**src/rtl/mips_cpu_pkg.sv**
```systemverilog
// mips_cpu_pkg: shared CPU types and constants (IM geometry, PC type, fetch state encoding)
package mips_cpu_pkg;
  localparam int IM_DEPTH = 1024;
  typedef logic [$clog2(IM_DEPTH)-1:0] im_addr_t;
  typedef logic [31:0] inst_t;
  typedef logic [31:0] pc_t;
  localparam inst_t ZERO = '0;
  localparam pc_t PC_INC = 32'd4;
  localparam pc_t RESET_PC_DEFAULT = 32'h0000_0000;
  typedef enum logic {IF_RUN, IF_HALT} if_state_e;
endpackage

```
**src/rtl/if_pc_gen.sv**
```systemverilog
// if_pc_gen: instruction-fetch PC generator driving the IM address/enable with delay-slot redirects
//   cpu_clk_50M/cpu_rst      clock, async active-high reset
//   stall                    freeze fetch (pc, id_pc, id_valid hold; redirect deferred)
//   redirect_valid/_target   jump or taken-branch destination from ID
//   imce/imaddr_d4/imwe/imdin  IM port (read-only use)
//   pc                       address presented to IM this cycle
//   id_pc/id_valid           PC and validity of the instruction IM is returning
//   fetch_err                sticky misaligned-redirect flag
// Optional: define ALIGN_CHK_EN to halt fetch on a misaligned redirect target.
module if_pc_gen
  import mips_cpu_pkg::*;
#(
  parameter pc_t RESET_PC = RESET_PC_DEFAULT,
  parameter int  IM_AW    = $clog2(IM_DEPTH)
) (
  input  logic             cpu_clk_50M,
  input  logic             cpu_rst,
  input  logic             stall,
  input  logic             redirect_valid,
  input  logic [31:0]      redirect_target,
  output logic             imce,
  output logic [IM_AW-1:0] imaddr_d4,
  output logic             imwe,
  output logic [31:0]      imdin,
  output logic [31:0]      pc,
  output logic [31:0]      id_pc,
  output logic             id_valid,
  output logic             fetch_err
);
  if_state_e r_state, w_state_nx;
  pc_t r_pc, r_id_pc, w_pc_nx;
  logic r_id_valid, r_fetch_err, w_fetch, w_misalign;
`ifdef ALIGN_CHK_EN
  assign w_misalign = redirect_valid && (redirect_target[1:0] != 2'b00);
`else
  assign w_misalign = 1'b0;
`endif
  assign w_fetch = (r_state == IF_RUN) && !stall && !cpu_rst;
  // A redirect raised while fetching the delay slot only steers the following fetch.
  assign w_pc_nx = redirect_valid ? redirect_target : r_pc + PC_INC;
  always_ff @(posedge cpu_clk_50M or posedge cpu_rst)
    if (cpu_rst) r_state <= IF_RUN;
    else r_state <= w_state_nx;
  always_comb w_state_nx = (w_fetch && w_misalign) ? IF_HALT : r_state;
  always_ff @(posedge cpu_clk_50M or posedge cpu_rst)
    if (cpu_rst) begin
      r_pc        <= RESET_PC;
      r_id_pc     <= '0;
      r_id_valid  <= 1'b0;
      r_fetch_err <= 1'b0;
    end else if (w_fetch) begin
      r_pc        <= w_pc_nx;
      r_id_pc     <= r_pc;
      r_id_valid  <= 1'b1;
      r_fetch_err <= r_fetch_err | w_misalign;
    end else if (r_state == IF_HALT) begin
      r_id_valid  <= 1'b0;
    end
  always_comb begin
    imce      = w_fetch;
    imaddr_d4 = r_pc[IM_AW+1:2];
    imwe      = 1'b0;
    imdin     = ZERO;
    pc        = r_pc;
    id_pc     = r_id_pc;
    id_valid  = r_id_valid;
    fetch_err = r_fetch_err;
  end
endmodule

```
**config.mk**
```make
export PLATFORM = sky130hd
export DESIGN_NAME = if_pc_gen
export DESIGN_NICKNAME = d
export VERILOG_FILES = /design/src/rtl/mips_cpu_pkg.sv /design/src/rtl/if_pc_gen.sv
export SDC_FILE = /design/constraint.sdc
export NUM_CORES = 1
export LEC_CHECK = 0
export ABC_AREA = 0
export CORE_ASPECT_RATIO = 1.1
export CORE_MARGIN = 2
export CORE_UTILIZATION = 63
export DETAILED_ROUTE_END_ITERATION = 10
export DONT_BUFFER_PORTS = 1
export GPL_TIMING_DRIVEN = 0
export PLACE_DENSITY_LB_ADDON = 0.05
export SYNTH_ARGS = -nofsm -noshare
export SYNTH_HDL_FRONTEND = slang
export SYNTH_SLANG_ARGS = --single-unit
```
**constraint.sdc**
```tcl
create_clock -name cpu_clk_50M -period 2.6 [get_ports cpu_clk_50M]
set_input_delay 0.65 -clock cpu_clk_50M [delete_from_list [all_inputs] [get_ports cpu_clk_50M]]
set_output_delay 0.65 -clock cpu_clk_50M [all_outputs]
set_load 0.05 [all_outputs]
```
After elaboration in Yosys (flattened, before gate mapping)
Index checks and enable logic that the tools add are counted.
{ "word_totals": {"ramBits": 0, "mem_bits_ro": 0, "memories": 0, "input_bits": 36, "regBits": 65, "latchBits": 0} }
{ "op_classes": {"eq_ne": 0, "muxes": 2, "n_reduce_logical": 3, "div_mod_pow": 0, "mul": 0, "n_bitwise": 0, "magnitude_cmp": 0, "n_addsub": 1, "shift": 0} }
{ "ops": {"columns": ["op", "count"], "rows": [
  ["32-bit by 3-bit adder with 32-bit output, second input constant", 1],
  ["32-bit 2-to-1 mux", 1],
  ["1-bit logical NOT", 2],
  ["1-bit logical AND", 1],
  ["1-bit 2-to-1 mux", 1]
]} }

Logic depth before layout (Yosys ltp)
{ "depth": {"word_depth": 3, "ltp_mapped": 8, "depth_no_buf": 6} }

Worst setup path before layout
OpenSTA, ideal clock, no wires.
{ "synth_path": {"kind": "input-to-output", "start": "in cpu_rst", "end": "out imce", "path_slack_ps": -110, "t_arrival_ps": 2060, "path_buffers": 3, "path_stages": 5, "cell_sequence": "or2_2 > clkbuf_1 > clkinv_1 > clkbuf_1 > buf_1"} }
{ "synth_between": {"elab_chain_cells": 2} }
{ "synth_rtl": {"columns": ["item", "line_no", "source"], "rows": [
  ["from (decl)", "if_pc_gen.sv:17", "input logic cpu_rst,"],
  ["1-bit logical NOT (no line)", null, null],
  ["1-bit logical AND", "if_pc_gen.sv:38", "assign w_fetch = (r_state == IF_RUN) && !stall && !cpu_rst;"],
  ["to (decl)", "if_pc_gen.sv:21", "output logic imce,"]
]} }
No other way between the ends.

Final worst setup path
{ "layout_path": {"start": "reg r_pc[3], in the netlist pc[3]", "end": "reg r_pc[22], in the netlist pc[22]"} }
{ "layout_between": {"elab_chain_cells": 2} }
{ "layout_rtl": {"columns": ["item", "line_no", "source"], "rows": [
  ["from (decl)", "if_pc_gen.sv:31", "pc_t r_pc, r_id_pc, w_pc_nx;"],
  ["from (signal assigned)", "if_pc_gen.sv:52", "r_pc <= w_pc_nx;"],
  ["32-bit by 3-bit adder with 32-bit output", "if_pc_gen.sv:40", "assign w_pc_nx = redirect_valid ? redirect_target : r_pc + PC_INC;"],
  ["32-bit 2-to-1 mux", "if_pc_gen.sv:40", null]
]} }
No other way between the ends.
A chain may end at the register's enable or synchronous reset.

==> results.tsv <==
metric	value	unit
CP startpoint	pc[3]	
Peak VDD IR	0.569	mV
TritonCTS clock tree	yes	
Iteration-0 DRC Markers	344	
reg-to-reg slack, setup	90	ps
row count	28	
CP endpoint	pc[22]	
Remaining Overflow, GRT	0	
reg2reg end	pc[22]	
Max Root-Sink Buffers	2	
drt drc	0	
FFs w/ async S/R, synth	100	%
Final #Nets	509	
IO Port Bufs	0	
fmax	398	MHz
total core area	5400	µm²
DR vias	3250	
overall power	3.41	mW
Leakage Power	1.89	nW
Max Cap Viol	0	
total die area	6210	µm²
Post-CTS Setup Inserts	0	
Mapped Area	3530	µm²
synth unique cells	40	
WHS	205	ps
Worst-path clk slew	70	ps
syn_area_per_cell	8.26	µm²
flops & latches, synth	65	
Global Route Usage Sum	31.1	%
Setup WS pre-CTS	-117	ps
post-DP HPWL	6.80	mm
Yosys warnings	0	
Hold Vio Cnt, Final	0	
clock tree sinks	65	
Slowest cell on crit path	dfrtp_2	
crit end category	flip-flop	
first-pass GRT wire length	14.4	mm
DIE HEIGHT	82.5	µm
critical path data required time	2840	ps
hold_buf cts	0	
RSZ-0062 raised after global routing	true	
DR WL/cell	17.5	µm
Slew @ Worst Pin	671	ps
Pre-antenna DRT Iters	5	
R2R cell count	6	
crit path kind	flip-flop to flip-flop	
routability cong.	0.873	
initial antenna violation count	0	
antenna-violating nets left	0	
most common cell after layout, fill and taps aside	nand2_1	
minimum clock period	2510	ps
Num CTS Buffers	9	
power per cell area	864	nW/µm²
worst-skew pair later-pin latency	350	ps
status	complete, no violations	
setup slack after layout	89.3	ps
Ant. Diodes	0	
number of synthesized flops with an enable pin	0	
clk root buf	clkbuf_8	
Worst Path Arrival	2750	ps
reg2reg start	pc[3]	
Die X	75.3	µm
max_slew headroom	54.9	%
CP Max Fanout	8	
top_reg_cell synth	dfrtp_1	
most frequent cells in the layout	115 x nand2_1, 57 x dfrtp_1, 45 x buf_4	
Layout area overhead	11.9	%
Worst Hold Class	primary input to asynchronous set/reset pin	
Total Wirelength	9.65	mm
# setup viols final	0	
largest stage delay on the critical path	590	ps
Boundary Pins	146	
vias in the first global route	2840	
Startpoint Class	flip-flop	
crit-path cells	ha_1, and3_1, nand4_1, nor4_1, a31oi_1, o22a_1	
Slew Viols, Final	0	
via/cell ratio	5.90	
Max Clock Skew	9.25	ps
starting density of the core	65.4	%
largest net degree at the start of global routing	44	
share of cells above drive strength 1	16.6	%
register area share after synthesis	46.1	%
H-tree depth	3	
Final Cycle Share	96.6	%
Synth Instances	427	
-- where the power goes --
| part | total [mW] | leakage, nW | internal [mW] | switching (mW) |
|---|---|---|---|---|
| sequential | 2.00 | 0.778 | 1.17 | 0.828 |
| combinational | 0.673 | 1.02 | 0.209 | 0.464 |
| clock | 0.740 | 0.0887 | 0.360 | 0.380 |
-- through the flow --
step	util (%)	TNS, ps	area [µm²]	std cells
finish	73.2	0	3950	551
global route	73.2	-36.6	3950	551
CTS	72.9	0	3940	551
detailed placement	69.8	-203	3770	536
global placement	69.4	-24080	3750	535
floorplan	-	0	3650	460
-- synth_stat cells (4+ instances only) --
master,count,area [µm²]
a211oi_1,4,30.0
or3_1,6,37.5
nand2_1,115,432
nand4_1,8,50.1
nor3_1,8,40.0
inv_1,7,26.3
or4_1,4,30.0
a21oi_1,25,125
a31oi_1,5,31.3
nand3_1,13,65.1
and4_1,4,35.0
a311oi_1,4,35.0
o22ai_1,4,25.0
nor4_1,5,31.3
dfrtp_1,65,1630
o21ai_0,35,175
and3_1,8,50.1
buf_4,44,330
clkbuf_1,19,71.3
nor2_1,16,60.1
-- worst max-delay path: cells and delay by family (launching register included) --
| family | cells | cell delay, ps |
|---|---|---|
| compound gates | 2 | 340 |
| fa+ha+maj | 1 | 280 |
| flops | 1 | 590 |
| simple gates | 3 | 1170 |
-- registers in the layout (all words and copies together), names as in the netlist --
| signal | cells |
|---|---|
| pc | 32 |
| id_pc | 32 |
| id_valid | 1 |
-- logic make-up after synthesis --
| family | share of synthesized area, % |
|---|---|
| AOI/OAI and AO/OA | 15.0 |
| and+or+nand+nor | 24.4 |
| adders and majority gates | 0.355 |
| DFF | 46.1 |
| muxes | 1.24 |
| buffers and inverters | 12.8 |
| other | 0.106 |
-- cell type report --
cell class / count / area (µm²)
Tap cell: 75 / 93.8
Multi-Input combinational cell: 320 / 1580
Clock buffer: 11 / 141
Sequential cell: 65 / 1640
Timing Repair Buffer: 1 / 20.0
Buffer: 67 / 425
Fill cell: 455 / 1450
Clock inverter: 4 / 20.0
Inverter: 8 / 30.0
-- worst min-delay path by stage --
stage | startpoint | endpoint | slack [ps] | cells after the start
global route | cpu_rst | id_pc[21] | 260 | 1
detailed placement | cpu_rst | id_pc[24] | 600 | 1
global placement | id_pc[2] | id_pc[2] | 760 | 2
finish | cpu_rst | id_pc[21] | 210 | 1
floorplan | id_pc[16] | id_pc[16] | 740 | 2
CTS | cpu_rst | pc[16] | 220 | 1
-- timing repair --
| action | in CTS | in global routing |
|---|---|---|
| setup endpoints to repair | 8 | 6 |
| pin swaps | 0 | 0 |
| resized for setup | 5 | 6 |
-- routing by layer --
| metal | wire length [µm] | track usage [%] | up-vias |
|---|---|---|---|
| li1 | - | - | 1488 |
| met1 | 3780 | 40.3 | 1524 |
| met2 | 4680 | 49.7 | 210 |
| met3 | 946 | 7.89 | 28 |
| met4 | 245 | 13.0 | 0 |
| met5 | 0 | 0 | - |
Power figures use the tool's default switching activity.
